--- config.mk ---
export PLATFORM = sky130hd
export DESIGN_NAME = tdm_mux_scan
export DESIGN_NICKNAME = d
export VERILOG_FILES = /design/src/rtl/tdm_mux_scan.sv
export SDC_FILE = /design/constraint.sdc
export NUM_CORES = 1
export LEC_CHECK = 0
export CORE_MARGIN = 4
export CORE_UTILIZATION = 30
export DETAILED_ROUTE_END_ITERATION = 8
export PLACE_DENSITY_LB_ADDON = 0.08
export SLEW_MARGIN = 10
export SYNTH_ARGS = -nofsm -noshare
export SYNTH_HDL_FRONTEND = slang
export SYNTH_SLANG_ARGS = --single-unit
--- constraint.sdc ---
create_clock -name clk -period 1.4 [get_ports clk]
set_clock_uncertainty 0.05 [all_clocks]
set_input_delay 0.28 -clock clk [delete_from_list [all_inputs] [get_ports clk]]
set_output_delay 0.28 -clock clk [all_outputs]
set_load 0.02 [all_outputs]
--- src/rtl/tdm_mux_scan.sv ---
// rtl/tdm_mux_scan.sv - registered N:1 TDM mux with manual select and auto-scan
// Optional channel mask: define TDM_MUX_CHMASK_EN to add the ch_mask port.
module tdm_mux_scan #(
  parameter int WIDTH    = 8,
  parameter int CHANNELS = 4,
  parameter int DWELL    = 4,
  localparam int SELW    = $clog2(CHANNELS)
) (
  input  logic                      clk,
  input  logic                      rst_n,
  input  logic                      en,
  input  logic                      mode,
  input  logic [SELW-1:0]           sel,
  input  logic [CHANNELS*WIDTH-1:0] data_in,
`ifdef TDM_MUX_CHMASK_EN
  input  logic [CHANNELS-1:0]       ch_mask,
`endif
  output logic [WIDTH-1:0]          data_out,
  output logic [SELW-1:0]           ch_out,
  output logic                      valid,
  output logic                      frame_start
);

  localparam int CW = $clog2(DWELL) + 1;
  localparam logic [CW-1:0] CNT_LAST = CW'(DWELL - 1);

  logic [CHANNELS-1:0] mask;
`ifdef TDM_MUX_CHMASK_EN
  assign mask = ch_mask;
`else
  assign mask = '1;
`endif

  logic [SELW-1:0]  ptr_q, ptr_d;
  logic [CW-1:0]    cnt_q, cnt_d;
  logic [WIDTH-1:0] data_q, data_d;
  logic [SELW-1:0]  ch_q, ch_d;
  logic             valid_q, valid_d;
  logic             fs_q, fs_d;

  logic [SELW-1:0]  eff_ptr, first_en;
  logic [CW-1:0]    eff_cnt;
  logic             any_en;

  function automatic logic [WIDTH-1:0] pick(input logic [SELW-1:0] idx,
                                            input logic [CHANNELS*WIDTH-1:0] din);
    logic [WIDTH-1:0] r;
    r = '0;
    for (int k = 0; k < CHANNELS; k++) begin
      if (int'(idx) == k) r = din[k*WIDTH +: WIDTH];
    end
    return r;
  endfunction

  // First enabled channel strictly after p, wrapping; returns p when nothing else is enabled.
  function automatic logic [SELW-1:0] next_en(input logic [SELW-1:0] p,
                                              input logic [CHANNELS-1:0] m);
    logic [SELW-1:0] r;
    logic            found;
    int              idx;
    r = p;
    found = 1'b0;
    for (int i = 1; i <= CHANNELS; i++) begin
      idx = (int'(p) + i) % CHANNELS;
      if (!found && m[idx]) begin
        r = SELW'(idx);
        found = 1'b1;
      end
    end
    return r;
  endfunction

  // A masked pointer is replaced by the next enabled channel with a fresh dwell.
  always_comb begin
    any_en   = |mask;
    first_en = next_en(SELW'(CHANNELS - 1), mask);
    if (mask[ptr_q]) begin
      eff_ptr = ptr_q;
      eff_cnt = cnt_q;
    end else begin
      eff_ptr = next_en(ptr_q, mask);
      eff_cnt = '0;
    end
  end

  always_comb begin
    ptr_d   = ptr_q;
    cnt_d   = cnt_q;
    data_d  = data_q;
    ch_d    = ch_q;
    valid_d = 1'b0;
    fs_d    = 1'b0;
    if (en) begin
      if (!mode) begin
        ptr_d = '0;
        cnt_d = '0;
        ch_d  = sel;
        if (int'(sel) < CHANNELS && mask[sel]) begin
          data_d  = pick(sel, data_in);
          valid_d = 1'b1;
        end else begin
          data_d = '0;
        end
      end else if (!any_en) begin
        data_d = '0;
        ch_d   = ptr_q;
      end else begin
        data_d  = pick(eff_ptr, data_in);
        ch_d    = eff_ptr;
        valid_d = 1'b1;
        fs_d    = (eff_ptr == first_en) && (eff_cnt == '0);
        if (eff_cnt == CNT_LAST) begin
          cnt_d = '0;
          ptr_d = next_en(eff_ptr, mask);
        end else begin
          cnt_d = eff_cnt + 1'b1;
          ptr_d = eff_ptr;
        end
      end
    end
  end

  always_ff @(posedge clk) begin
    if (!rst_n) begin
      ptr_q   <= '0;
      cnt_q   <= '0;
      data_q  <= '0;
      ch_q    <= '0;
      valid_q <= 1'b0;
      fs_q    <= 1'b0;
    end else begin
      ptr_q   <= ptr_d;
      cnt_q   <= cnt_d;
      data_q  <= data_d;
      ch_q    <= ch_d;
      valid_q <= valid_d;
      fs_q    <= fs_d;
    end
  end

  assign data_out    = data_q;
  assign ch_out      = ch_q;
  assign valid       = valid_q;
  assign frame_start = fs_q;

endmodule

# Word-level counts from Yosys, hierarchy flattened

Cells that the tools add are included.

Bitwise logic cells: 8
Add/subtract/negate cells: 9
Reduce and logical (&&, ||, !) cells: 27
Order comparisons: 10
Eq/ne operators: 7
Muxes and demuxes: 73

Operator list:

| kind                | count |
|---|---|
| $mux 8              | 10 |
| $mux 1              | 38 |
| $lt 3x4->1 const B  | 8 |
| $mux 2              | 12 |
| $bmux 1 s2          | 10 |
| $reduce_or 2->1     | 8 |
| $mux 3              | 3 |
| $add 2x1->2 const B | 4 |
| $add 2x2->2 const B | 4 |
| $and 1x1->1 const A | 8 |
| $eq 2x2->1 const B  | 4 |
| $logic_and 1x1->1   | 7 |
| $logic_not 1->1     | 6 |
| $logic_not 2->1     | 3 |
| $lt 2x3->1 const B  | 2 |
| $eq 2x1->1 const B  | 2 |
| $add 3x1->3 const B | 1 |
| $eq 3x2->1 const B  | 1 |
| $logic_not 3->1     | 1 |
| $reduce_and 3->1    | 1 |
| $reduce_and 2->1    | 1 |

Register bits: 17
Input port bits: 38
Word-level logic and storage cells: 140

# Depth between registers and ports, before layout

Depth in word-level cells: 47
Mapped depth: 8
Depth with buffers taken out: 6

# Least setup slack after synthesis

OpenSTA, ideal clock, no wires.

Path kind: register to register
From: register ptr_q[1]
To: register data_q[5], in the netlist data_out[5]
Cell stages (with the launch flop): 9
Arrival: 1.384 ns
Buffers on the path: 2
Period minus slack after synthesis: 1.508 ns
Required time: 1.276 ns
Slack: -0.108 ns
Path through: dfxtp_1 -> inv_1 -> ha_1 -> buf_6 -> nor2b_4 -> buf_6 -> a221oi_2 -> a211o_1 -> a31oi_1

Longest elaborated chain between the ends: 24

Ends and longest elaborated chain:

| element                                    | line | text |
|---|---|---|
| from (decl)                                | 34   | `logic [SELW-1:0] ptr_q, ptr_d;` |
| from (signal assigned)                     | 132  | `ptr_q <= ptr_d;` |
| $add 2x1->2                                | 64   | `idx = (int'(p) + i) % CHANNELS;` |
| $bmux 1 s2                                 | 65   | `if (!found && m[idx]) begin` |
| $mux 1 (not written as such) (2 in series) | 65   |  |
| $mux 1                                     | 65   |  |
| $mux 1                                     | 77   | `if (mask[ptr_q]) begin` |
| $logic_not 1->1                            | 65   |  |
| $logic_and 1x1->1                          | 65   |  |
| $mux 1                                     | 65   |  |
| [... 5 more ...]                           | n/a  |  |
| $logic_not 1->1                            | 65   |  |
| $logic_and 1x1->1                          | 65   |  |
| $mux 2                                     | 65   |  |
| $mux 2 (*)                                 | 77   |  |
| $logic_not 2->1                            | 50   | `if (int'(idx) == k) r = din[k*WIDTH +: WIDTH];` |
| $mux 8 (3 in series)                       | 50   |  |
| $mux 8 (*)                                 | 50   |  |
| $mux 8 (*)                                 | 94   | `if (!mode) begin` |
| to (signal assigned)                       | 134  | `data_q <= data_d;` |
| to (decl)                                  | 36   | `logic [WIDTH-1:0] data_q, data_d;` |

Mark *: on every way between the ends. The rest lies on a longest branch, timed or not. The select of a mux whose other input is x is not followed.
A chain may end at the register's enable or synchronous reset.

# Final worst setup path

From: register ptr_q[0]
To: register data_q[0], in the netlist data_out[0]

The elaborated chain is that of the path after synthesis.

==> results by group <==
Status
  – Status: finished, violations left
  – Failing checks: negative setup slack

Power
  – Switching Share: roughly 30%
  – Psw: 0.4425 mW
  – Power per cell area: roughly 680 nW/µm²
  – Design Power: around 1.4 mW
  – Logic pwr share: between 30% and 40%
  – Clk network pwr share: 26.9%
  – Sequential fraction of design power: 36.9%
  – VDD IR-drop max: between 400 and 500 µV
  – Leak pwr: around 0.94 nW
  – Internal: approximately 1.0 mW

Timing
  – Final setup violation count: 8
  – Slew Limit Fails: 0
  – Min Hold Slack: 0.3908 ns
  – RSZ-0062 raised after global routing: yes
  – Post-route clock period utilization: 105.8%
  – Slew headroom: between 80% and 90%
  – Final Critical Period: 1.482 ns
  – Final hold viol count: 0
  – Slack of the critical path: -0.08167 ns
  – F_max: ~670 MHz
  – Actual slew at the worst max-slew pin: between 0.2 and 0.3 ns

Global routing
  – First-pass GRT wire length: between 7 and 8 mm
  – All-Layer GR Usage: between 10% and 20%
  – Total gr overflow: 0
  – Largest net degree at the start of global routing: 17
  – Initial antenna violation count: 0
  – Vias in the first global route: 1,480

Clocking
  – H-tree depth: 1
  – Worst-case clock buffer depth: 2
  – CTS tree: done
  – Worst-skew pair later-pin latency: between 0.2 and 0.3 ns
  – Hold Buf Count CTS: 0
  – Total CTS buffers: 3
  – Total clock sinks: 17
  – Root Buffer: clkbuf_8
  – Clk slew on worst S/H paths: 0.07 ns

Detailed routing
  – Antenna viol nets, final: 0
  – Drt total wl: between 4 and 5 mm
  – TritonRoute pass-1 iters: 4
  – Vias: 1,375
  – Initial drt markers: 87
  – Post-DR wirelength/cell: 16.69 µm
  – Residual DRC count: 0
  – DR vias/cell: around 5.4

Min path
  – Hold depth: 1
  – WHS Endpoint: frame_start$_SDFF_PN0_
  – Hold/Removal Path Class: flip-flop to flip-flop
  – Hold path start: cnt_q[2]$_SDFFE_PN0P_

Yosys
  – Synth Area in Simple Gates: 11.96%
  – Synth Register Bits: 17
  – Largest family of logic cells by synthesized area: compound AO/OA/AOI/OAI gates
  – Yosys warns: 0
  – Synth Area per Inst: 8.706 µm²
  – Netlist Area Pre-Place: 1245 µm²
  – Mux contribution to synthesized area: about a tenth
  – Synth Instances: 143
  – Compound-Gate Fraction of Synth Area: 32.96%
  – Seq/Total Area, Yosys: a little over a quarter
  – Syn Nets: 187
  – Area share of fa/ha/maj cells after synthesis: under 10%
  – Post-synth cell types: 27
  – Xor-xnor portion of the synthesized cell area: 0.7035%

Placed design
  – Gp weighted congestion: 0.8396
  – Placed cell area: about 1900 µm²
  – Final HPWL DP: approximately 3.2 mm
  – Placed cell count: 250
  – Number of buffers added on ports: 49

Worst setup path
  – Worst EP arrival: 1.61 ns
  – Worst R2R Path Depth: 7
  – Reg-to-reg startpoint: ptr_q[0]$_SDFFE_PN0P_
  – Crit path launch type: flip-flop
  – CP required: ~1.5 ns
  – Reg2reg setup slack: -0.08 ns
  – Crit-path max FO: 8
  – Worst setup EP type: flip-flop
  – Reg2reg end: data_out[0]$_SDFFE_PN0P_
  – Crit path kind: flip-flop to flip-flop

Floorplan
  – Num ports: 50
  – Initial Utilization: 31.12%
  – Die height: 72.42 µm
  – Die area: 5245 µm²
  – Core box area: 4000 µm²
  – Die width: around 72 µm
  – Rows: 23

Cells and area
  – Share of cells above drive strength 1: 24.76%
  – Commonest non-fill, non-tap cell in the layout: clkdlybuf4s50_1
  – Fin area: approximately 2100 µm²
  – Diodes inserted: 0
  – Fillers: 378
  – Fin cells: 256
  – P&R area growth vs syn: 69.15%
  – Final Util: 52.64%
  – Area of the multi-input gates: about 900 µm²
  – Nets: 251
  – Register Area: 347.8 µm²
  – Commonest non-fill, non-tap cells in the layout: clkdlybuf4s50_1, buf_4, dfxtp_1

Flow run
  – MaxCap Viol Count: 0
==> Yosys cell counts <==
master / n / area share [%]
a21oi_2: 1 / 0.70
a221oi_2: 1 / 1.2
nor3b_4: 1 / 1.5
clkbuf_2: 1 / 0.40
nor2_1: 2 / 0.60
and3_1: 1 / 0.50
a221oi_1: 15 / 11
ha_1: 6 / 6.0
buf_4: 2 / 1.2
dfxtp_1: 17 / 27
clkbuf_1: 2 / 0.60
nand2b_1: 3 / 1.5
a211o_1: 8 / 5.6
mux2i_1: 13 / 10
o211a_1: 2 / 1.6
inv_1: 13 / 3.9
buf_2: 5 / 2.0
o21ai_0: 9 / 3.6
inv_2: 2 / 0.60
and2_1: 4 / 2.0
xnor2_1: 1 / 0.70
buf_6: 2 / 1.8
a31oi_1: 8 / 4.0
nor2b_4: 1 / 1.1
o2bb2ai_1: 8 / 5.6
nor4_1: 1 / 0.50
nand2_1: 14 / 4.2
==> per-stage QoR <==
step	setup WS [ns]	TNS, ns
finish	-0.08167	-0.4971
global route	-0.1349	-0.9258
detailed placement	-0.3325	-4.520
global placement	-0.3258	-4.454
floorplan	-0.01826	-0.1245
CTS	-0.08923	-0.5524
==> cell families after synthesis <==
family                     Yosys count
AOI/OAI and AO/OA                   52
buffers and inverters               27
and+or+nand+nor                     27
DFF                                 17
muxes                               13
adders and majority gates            6
xor gates and xnor gates             1
==> worst max-delay path, cell delays in order (launching register included) <==
cell      delay, ns
dfxtp_4        0.38
inv_4          0.07
ha_4           0.13
nor2b_4        0.15
buf_12         0.15
a221oi_2       0.06
a211o_1        0.23
a31oi_1        0.18
==> routing by layer <==
layer / vias up / track usage [%] / routed length, µm
met3: 2 / 4.848 / 295
met1: 656 / 22.57 / 1964
met5: - / 0 / 0
li1: 667 / - / -
met2: 50 / 27.81 / 1996
met4: 0 / 4.508 / 17
==> cell type report <==
| cell class | count | area share (%) |
|---|---|---|
| Inverter | 15 | 2.911 |
| Multi-Input combinational cell | 99 | 43.20 |
| Clock buffer | 4 | 2.139 |
| Tap cell | 50 | 2.971 |
| Sequential cell | 17 | 16.52 |
| Timing Repair Buffer | 71 | 32.26 |
==> worst max-delay path by stage <==
stage | start | end | slack [ns]
detailed placement | mode | data_out[1]$_SDFFE_PN0P_ | -0.33
CTS | ptr_q[0]$_SDFFE_PN0P_ | data_out[7]$_SDFFE_PN0P_ | -0.09
global placement | mode | data_out[4]$_SDFFE_PN0P_ | -0.33
finish | ptr_q[0]$_SDFFE_PN0P_ | data_out[0]$_SDFFE_PN0P_ | -0.08
floorplan | ptr_q[1]$_SDFFE_PN0P_ | data_out[0]$_SDFFE_PN0P_ | -0.02
global route | ptr_q[0]$_SDFFE_PN0P_ | data_out[3]$_SDFFE_PN0P_ | -0.13
==> what timing repair did <==
| action | in CTS | in global routing |
|---|---|---|
| gates resized for setup | 31 | 10 |
| pin swaps | 11 | 11 |
| setup endpoints to repair | 22 | 9 |
| setup buffers | 2 | 1 |
==> registers in the layout, indices dropped and copies added, names as in the netlist <==
register     flops
data_out         8
cnt_q            3
ch_out           2
ptr_q            2
frame_start      1
valid            1
==> power by group through the flow <==
stage / clock [mW] / sequential (mW) / combinational (mW)
6_report: 0.388 / 0.531 / 0.520
5_1_grt: 0.430 / 0.535 / 0.558
4_1_cts: 0.406 / 0.533 / 0.503
3_5_place_dp: 0 / 0.545 / 0.478
3_3_place_gp: 0 / 0.544 / 0.472
2_1_floorplan: 0 / 0.573 / 0.200
No activity file was read; power rests on OpenSTA's default activity.
